===== config.mk =====
export PLATFORM = sky130hd
export DESIGN_NAME = multicycle_ctrl
export DESIGN_NICKNAME = d
export VERILOG_FILES = /design/src/rtl/multicycle_ctrl.sv
export SDC_FILE = /design/constraint.sdc
export NUM_CORES = 1
export LEC_CHECK = 0
export BUFFER_PORTS_ARGS = -buffer_cell sky130_fd_sc_hd__buf_2
export CORE_MARGIN = 2
export CORE_UTILIZATION = 45
export CTS_CLUSTER_SIZE = 40
export DETAILED_ROUTE_END_ITERATION = 6
export MAX_ROUTING_LAYER = met4
export PLACE_DENSITY = 0.75
export SYNTH_ARGS = -nofsm -noshare
export SYNTH_HDL_FRONTEND = slang
export SYNTH_SLANG_ARGS = --single-unit

===== constraint.sdc =====
create_clock -name clk -period 1.9 [get_ports clk]
set_input_delay 0.19 -clock clk [delete_from_list [all_inputs] [get_ports clk]]
set_output_delay 0.19 -clock clk [all_outputs]
set_load 0.02 [all_outputs]

===== src/rtl/multicycle_ctrl.sv =====
// Control FSM for the RV32I multicycle core: IF -> ID -> EX -> MEM -> WB,
// with decode latching, data-memory handshake with timeout, and illegal-op flagging.
module multicycle_ctrl #(
  parameter int unsigned MEM_WAIT_MAX = 8
) (
  input  logic        clk,
  input  logic        rst,
  input  logic [31:0] instr,
  input  logic        Zero,
  input  logic        dmem_ready,
  output logic        PCSrc,
  output logic        ALUSrc,
  output logic        RegWrite,
  output logic        MemToReg,
  output logic        loadPC,
  output logic [3:0]  ALUCtrl,
  output logic        MemRead,
  output logic        MemWrite,
  output logic        illegal,
  output logic        mem_timeout
);

  localparam logic [2:0] S_IF  = 3'd0;
  localparam logic [2:0] S_ID  = 3'd1;
  localparam logic [2:0] S_EX  = 3'd2;
  localparam logic [2:0] S_MEM = 3'd3;
  localparam logic [2:0] S_WB  = 3'd4;

  localparam logic [2:0] C_NOP  = 3'd0;
  localparam logic [2:0] C_R    = 3'd1;
  localparam logic [2:0] C_IALU = 3'd2;
  localparam logic [2:0] C_LW   = 3'd3;
  localparam logic [2:0] C_SW   = 3'd4;
  localparam logic [2:0] C_BEQ  = 3'd5;

  localparam logic [3:0] ALU_AND  = 4'b0000;
  localparam logic [3:0] ALU_OR   = 4'b0001;
  localparam logic [3:0] ALU_ADD  = 4'b0010;
  localparam logic [3:0] ALU_SLL  = 4'b0011;
  localparam logic [3:0] ALU_SLT  = 4'b0100;
  localparam logic [3:0] ALU_SLTU = 4'b0101;
  localparam logic [3:0] ALU_XOR  = 4'b0110;
  localparam logic [3:0] ALU_SRL  = 4'b0111;
  localparam logic [3:0] ALU_SUB  = 4'b1000;
  localparam logic [3:0] ALU_SRA  = 4'b1010;

  localparam logic [7:0] WAIT_LAST = 8'(MEM_WAIT_MAX - 1);

  logic [2:0] state_q, state_d;
  logic [2:0] cls_q, cls_d;
  logic [3:0] alu_q, alu_d;
  logic       zero_q, zero_d;
  logic [7:0] wait_q, wait_d;
  logic       tout_q, tout_d;

  logic [6:0] opcode, funct7;
  logic [2:0] funct3;
  logic [2:0] dec_cls;
  logic [3:0] dec_alu;
  logic       dec_legal;
  logic       is_mem, in_exec, wait_expired;

  logic unused_instr_bits;
  assign unused_instr_bits = ^{instr[24:15], instr[11:7]};

  assign opcode = instr[6:0];
  assign funct3 = instr[14:12];
  assign funct7 = instr[31:25];

  function automatic logic [3:0] alu_from_f3(input logic [2:0] f3, input logic alt);
    case (f3)
      3'b000:  return alt ? ALU_SUB : ALU_ADD;
      3'b001:  return ALU_SLL;
      3'b010:  return ALU_SLT;
      3'b011:  return ALU_SLTU;
      3'b100:  return ALU_XOR;
      3'b101:  return alt ? ALU_SRA : ALU_SRL;
      3'b110:  return ALU_OR;
      default: return ALU_AND;
    endcase
  endfunction

  // NOTE: every always_comb output gets a default first so no path leaves it unassigned (no latch).
  always_comb begin
    dec_cls   = C_NOP;
    dec_alu   = ALU_AND;
    dec_legal = 1'b0;
    case (opcode)
      7'b0110011: begin
        dec_cls   = C_R;
        dec_alu   = alu_from_f3(funct3, instr[30]);
        dec_legal = (funct7 == 7'b0000000) ||
                    ((funct7 == 7'b0100000) && (funct3 == 3'b000 || funct3 == 3'b101));
      end
      7'b0010011: begin
        dec_cls   = C_IALU;
        dec_alu   = (funct3 == 3'b000) ? ALU_ADD : alu_from_f3(funct3, instr[30]);
        dec_legal = 1'b1;
      end
      7'b0000011: begin
        dec_cls   = C_LW;
        dec_alu   = ALU_ADD;
        dec_legal = (funct3 == 3'b010);
      end
      7'b0100011: begin
        dec_cls   = C_SW;
        dec_alu   = ALU_ADD;
        dec_legal = (funct3 == 3'b010);
      end
      7'b1100011: begin
        dec_cls   = C_BEQ;
        dec_alu   = ALU_SUB;
        dec_legal = (funct3 == 3'b000);
      end
      default: ;
    endcase
    // Illegal instructions run through the FSM as a NOP.
    if (!dec_legal) begin
      dec_cls = C_NOP;
      dec_alu = ALU_AND;
    end
  end

  assign is_mem       = (cls_q == C_LW) || (cls_q == C_SW);
  assign wait_expired = (state_q == S_MEM) && is_mem && !dmem_ready && (wait_q == WAIT_LAST);

  always_comb begin
    state_d = state_q;
    cls_d   = cls_q;
    alu_d   = alu_q;
    zero_d  = zero_q;
    wait_d  = wait_q;
    tout_d  = tout_q;
    case (state_q)
      S_IF: begin
        state_d = S_ID;
        tout_d  = 1'b0;
      end
      S_ID: begin
        state_d = S_EX;
        cls_d   = dec_cls;
        alu_d   = dec_alu;
      end
      S_EX: begin
        state_d = S_MEM;
        zero_d  = Zero;
      end
      S_MEM: begin
        if (!is_mem || dmem_ready) begin
          state_d = S_WB;
          wait_d  = 8'd0;
        end else if (wait_expired) begin
          state_d = S_WB;
          wait_d  = 8'd0;
          tout_d  = 1'b1;
        end else begin
          wait_d = wait_q + 8'd1;
        end
      end
      S_WB:    state_d = S_IF;
      default: state_d = S_IF;
    endcase
  end

  // NOTE: sequential state uses non-blocking assignments so all registers update together at the edge.
  always_ff @(posedge clk or negedge rst) begin
    if (!rst) begin
      state_q <= S_IF;
      cls_q   <= C_NOP;
      alu_q   <= ALU_AND;
      zero_q  <= 1'b0;
      wait_q  <= 8'd0;
      tout_q  <= 1'b0;
    end else begin
      state_q <= state_d;
      cls_q   <= cls_d;
      alu_q   <= alu_d;
      zero_q  <= zero_d;
      wait_q  <= wait_d;
      tout_q  <= tout_d;
    end
  end

  assign in_exec = (state_q == S_EX) || (state_q == S_MEM) || (state_q == S_WB);

  assign ALUCtrl     = alu_q;
  assign ALUSrc      = in_exec && (cls_q == C_IALU || cls_q == C_LW || cls_q == C_SW);
  assign MemToReg    = in_exec && (cls_q == C_LW);
  assign loadPC      = (state_q == S_WB);
  assign PCSrc       = (state_q == S_WB) && (cls_q == C_BEQ) && zero_q;
  assign RegWrite    = (state_q == S_WB) &&
                       (cls_q == C_R || cls_q == C_IALU || (cls_q == C_LW && !tout_q));
  assign MemRead     = (state_q == S_MEM) && (cls_q == C_LW);
  assign MemWrite    = (state_q == S_MEM) && (cls_q == C_SW);
  assign illegal     = (state_q == S_ID) && !dec_legal;
  assign mem_timeout = wait_expired;

endmodule


# Yosys cells after proc, flatten, opt, wreduce, memory -nomap -nowiden

Cells that the tools add are included.

Bits in registers: 20
Output and inout bits: 13
Word-level logic and storage cells: 83

Add/subtract/negate cells: 1
Equality and inequality tests: 25
Mux-type cells: 18
Reductions and logical operators: 33

Operators with widths:

| operator            | number |
|---|---|
| $pmux 4 s7          | 1 |
| $pmux 4 s6          | 1 |
| $eq 7x6->1 const B  | 3 |
| $eq 3x2->1 const B  | 6 |
| $eq 3x3->1 const B  | 6 |
| $mux 4              | 4 |
| $mux 8              | 2 |
| $pmux 4 s4          | 1 |
| $pmux 3 s5          | 1 |
| $logic_and 1x1->1   | 13 |
| $pmux 3 s4          | 1 |
| $logic_or 1x1->1    | 10 |
| $eq 3x1->1 const B  | 3 |
| $mux 3              | 3 |
| $add 8x1->8 const B | 1 |
| $eq 8x3->1 const B  | 1 |
| $eq 7x2->1 const B  | 1 |
| $eq 7x5->1 const B  | 1 |
| $eq 7x7->1 const B  | 1 |
| $logic_not 7->1     | 1 |
| $logic_not 3->1     | 2 |
| $logic_not 1->1     | 4 |
| $ne 2x2->1 const B  | 2 |
| $pmux 1 s4          | 1 |
| other kinds (6)     | 7 |

# Depth between registers and ports, before layout

Word-level depth: 8
Gate-level depth with buffers: 7

# Worst setup path after synthesis

Ideal clock, no wire load.

Path kind: reg-to-output
From: register state_q[0]
To: output port RegWrite
Arrival: 1.698 ns
Required time: 1.710 ns
Setup slack: 0.012 ns
Cell stages (with the launch flop): 5
Buffers on the path: 1
Cells stage by stage: dfrtp_1 clkbuf_1 nor3_1 nand2_1 nor3_1

Cells in the longest elaborated chain, start to end: 2

Ends and longest elaborated chain:

| element                | RTL line | RTL |
|---|---|---|
| from (decl)            | 49       | `logic [2:0] state_q, state_d;` |
| from (signal assigned) | 175      | `state_q <= state_d;` |
| $eq 3x3->1             | -        |  |
| via loadPC             | 15       | `output logic loadPC,` |
| $logic_and 1x1->1      | 191      | `assign RegWrite = (state_q == S_WB) &&` |
| to (decl)              | 13       | `output logic RegWrite,` |

The timed path passes the listed nets, and every way through them passes these cells.

# Worst setup path in the final report

From: register wait_q[3]
To: output port mem_timeout

Cells in the longest elaborated chain, start to end: 2

Ends and longest elaborated chain:

| element                | RTL line | RTL |
|---|---|---|
| from (decl)            | 53       | `logic [7:0] wait_q, wait_d;` |
| from (signal assigned) | 179      | `wait_q <= wait_d;` |
| $eq 8x3->1             | 125      | `assign wait_expired = (state_q == S_MEM) && is_mem && !dmem_ready && (wait_q == WAIT_LAST);` |
| $logic_and 1x1->1      | 125      |  |
| to (decl)              | 20       | `output logic mem_timeout` |

No other way between the ends.

==> results.json <==
{
  "run_status": "finished with violations",
  "violations": "negative setup slack",
  "min_period_ns": 2.023,
  "power_leakage_uw": 0.0007359,
  "final_cell_mix": "buf_2 (32), nand2_1 (23), dfrtp_1 (20), nor2_1 (17), buf_4 (11)",
  "grtUsageTotal_pct": 17.92,
  "cts_tree": "done",
  "critPathRequiredTime_ns": 1.71,
  "drtAntennaViolNets": 0,
  "cts.htree.levels": 1,
  "wl_per_cell_microns": 12.70,
  "yosysWarnings": 0,
  "first_iter_violations": 32,
  "holdWs_ns": 0.1369,
  "clockBufferDepth": 2,
  "timing.final.hold_violations": 0,
  "fin_crit_sh_pct": 106.5,
  "dr.pass1.iters": 4,
  "start_util_pct": 48.51,
  "crit_path_end_kind": "output port",
  "grt_pass1_vias": 1093,
  "max_freq_ghz": 0.4943,
  "diodes": 0,
  "cts_setup_buffers": 0,
  "clk_pin_slew_ns": 0.10,
  "antenna_found_initial": 0,
  "cts_root_buf": "clkbuf_4",
  "arrival_ns": 1.83,
  "power_density_nw_per_um2": 737.0,
  "syn_area_sq_um": 1224,
  "dpl.hpwl_mm": 2.099,
  "clock_sinks": 20,
  "dpl_worst_slack_ns": -0.01637,
  "grt_max_degree": 21,
  "grt_pass1_wl_mm": 4.512,
  "area_delta_synth_final_pct": 26.48,
  "drive_gt1_share_pct": 33.15,
  "peakVddDrop_mv": 0.6875,
  "wl_mm": 2.717,
  "syn_nets": 181,
  "clk_latency_ns": 0.29,
  "portBuffers": 33,
  "rr_worst_depth": 5,
  "total_power_uw": 1141,
  "path_max_fanout": 5,
  "rsz0062_at_grt": "yes",
  "die_h_microns": 56.15,
  "worst_slack_ns": -0.1229,
  "grt-ovfl-total": 0,
  "postSynthCellCount": 144,
  "ys_seq_elements": 20,
  "vias_per_cell": 5.505,
  "num_vias": 1178,
  "worstSetupPathType": "reg2out",
  "die_area_sq_um": 3152,
  "die_x_microns": 56.15,
  "ys_seq_area_share_pct": 40.90,
  "ios": 49,
  "hold_depth": 2,
  "fin_worst_skew_ns": 0.0009199,
  "fin_util_pct": 61.36,
  "num-nets-final": 222,
  "num_rows": 18,
  "fill_cells": 223,
  "slew_violations": 0,
  "worstMarginPinSlew_ns": 0.4082,
  "syn_avg_cell_area_sq_um": 8.498,
  "ys_types": 40,
  "maxCapViolCount": 0,
  "hold_path_class": "in2reg",
  "setup-tns-final_ns": -0.1229,
  "startpoint_type": "flop",
  "layout.cells.most_common": "buf_2",
  "routabilityCongestion": 0.8173,
  "numCtsBuffers": 3,
  "setup_violations": 1,
  "core_sq_um": 2522,
  "relSlewSlack_pct": 72.08,
  "drc": 0
}
==> Yosys cell counts <==
master     count  share of area (%)
buf_1          1               0.31
a21oi_1        7                2.9
o41ai_1        1               0.72
or3_1          1               0.51
nor2b_1        5                2.6
o21ai_0        2               0.82
xor2_1         3                2.1
a31oi_1        1               0.51
nor3b_1        1               0.61
nor4_2         1                1.0
mux2_1         1               0.92
nand3b_1       2                1.2
inv_2          1               0.31
dfrtp_1       20                 41
a211oi_1       1               0.61
nor4_1         1               0.51
a21o_2         1               0.72
nor3_1         5                2.0
nand4b_1       2                1.4
nor2_1        17                5.2
or3b_1         1               0.72
and3_1         2                1.0
inv_1          2               0.61
nand2_1       24                7.4
or4b_1         1               0.82
o31ai_1        3                1.8
mux2i_1        1               0.82
clkbuf_1       8                2.5
a22oi_1        1               0.61
mux2_2         1               0.92
xnor2_1        2                1.4
nand3_1        5                2.0
a22o_1         1               0.72
ha_1           1                1.0
nand2b_1       2                1.0
o41ai_2        4                5.3
or4_1          1               0.61
or3b_2         1               0.72
o21ai_1        8                3.3
a2111oi_0      1               0.72
==> flip-flops by register name, indices dropped and copies added, names as in the netlist <==
register,cells
wait_q,8
ALUCtrl,4
cls_q,3
state_q,3
tout_q,1
zero_q,1
==> report_power, final <==
part	internal [uW]	switching [uW]
combinational	131	238
clock	117	119
sequential	470	66.6
total	717	424
==> what timing repair did <==
action / CTS / global route
gates resized for setup: 2 / 5
hold buffers: 1 / 0
hold endpoints to repair: 20 / 0
setup endpoints to repair: 1 / 2
==> worst paths after layout <==
| check | from | endpoint | slack (ns) |
|---|---|---|---|
| setup / recovery | wait_q[3]$_DFFE_PN0P_ | mem_timeout | -0.12 |
| hold / removal | Zero | zero_q$_DFFE_PN0P_ | 0.14 |
| setup reg to reg | wait_q[3]$_DFFE_PN0P_ | wait_q[5]$_DFFE_PN0P_ | 0.12 |
| hold reg to reg | ALUCtrl[0]$_DFFE_PN0P_ | ALUCtrl[0]$_DFFE_PN0P_ | 0.50 |
| max in group asynchronous | rst | cls_q[2]$_DFFE_PN0P_ | 1.23 |
| min in group asynchronous | rst | state_q[0]$_DFFE_PN0P_ | 0.37 |
==> cells by family after synthesis <==
logic type	count (synthesis)	synth area share (%)
simple gates	72	29.45
buf+inv	12	3.681
flops	20	40.90
xor+xnor	5	3.579
mux	3	2.658
compound gates	31	18.71
fa+ha+maj	1	1.022
==> per-layer routing <==
layer	global-route usage [%]	routed length [microns]
met5	-	0
met4	6.122	44
met3	1.395	134
met2	31.09	1384
met1	21.88	1154
==> worst max-delay path: stages (launching register included) <==
cell and delay (ns):
dfrtp_1 0.43, or4_1 0.49, or3_4 0.38, nor2b_4 0.12, buf_6 0.12
==> metrics by stage <==
step	cell area, sq um	cells
detailed placement	1475	209
global placement	1475	209
floorplan	1224	144
global route	1548	214
finish	1548	214
CTS	1529	214
==> layout make-up <==
class / instances / area [sq um] / area share, %
flip-flops and latches: 20 / 500.5 / 32.34
multi-input cells: 112 / 698.2 / 45.11
clock buffers: 4 / 36.28 / 2.344
well taps: 30 / 37.54 / 2.425
inverters: 3 / 11.26 / 0.7276
repair buffers: 45 / 264.0 / 17.06
Note: power is estimated with default switching activity, not from simulation.
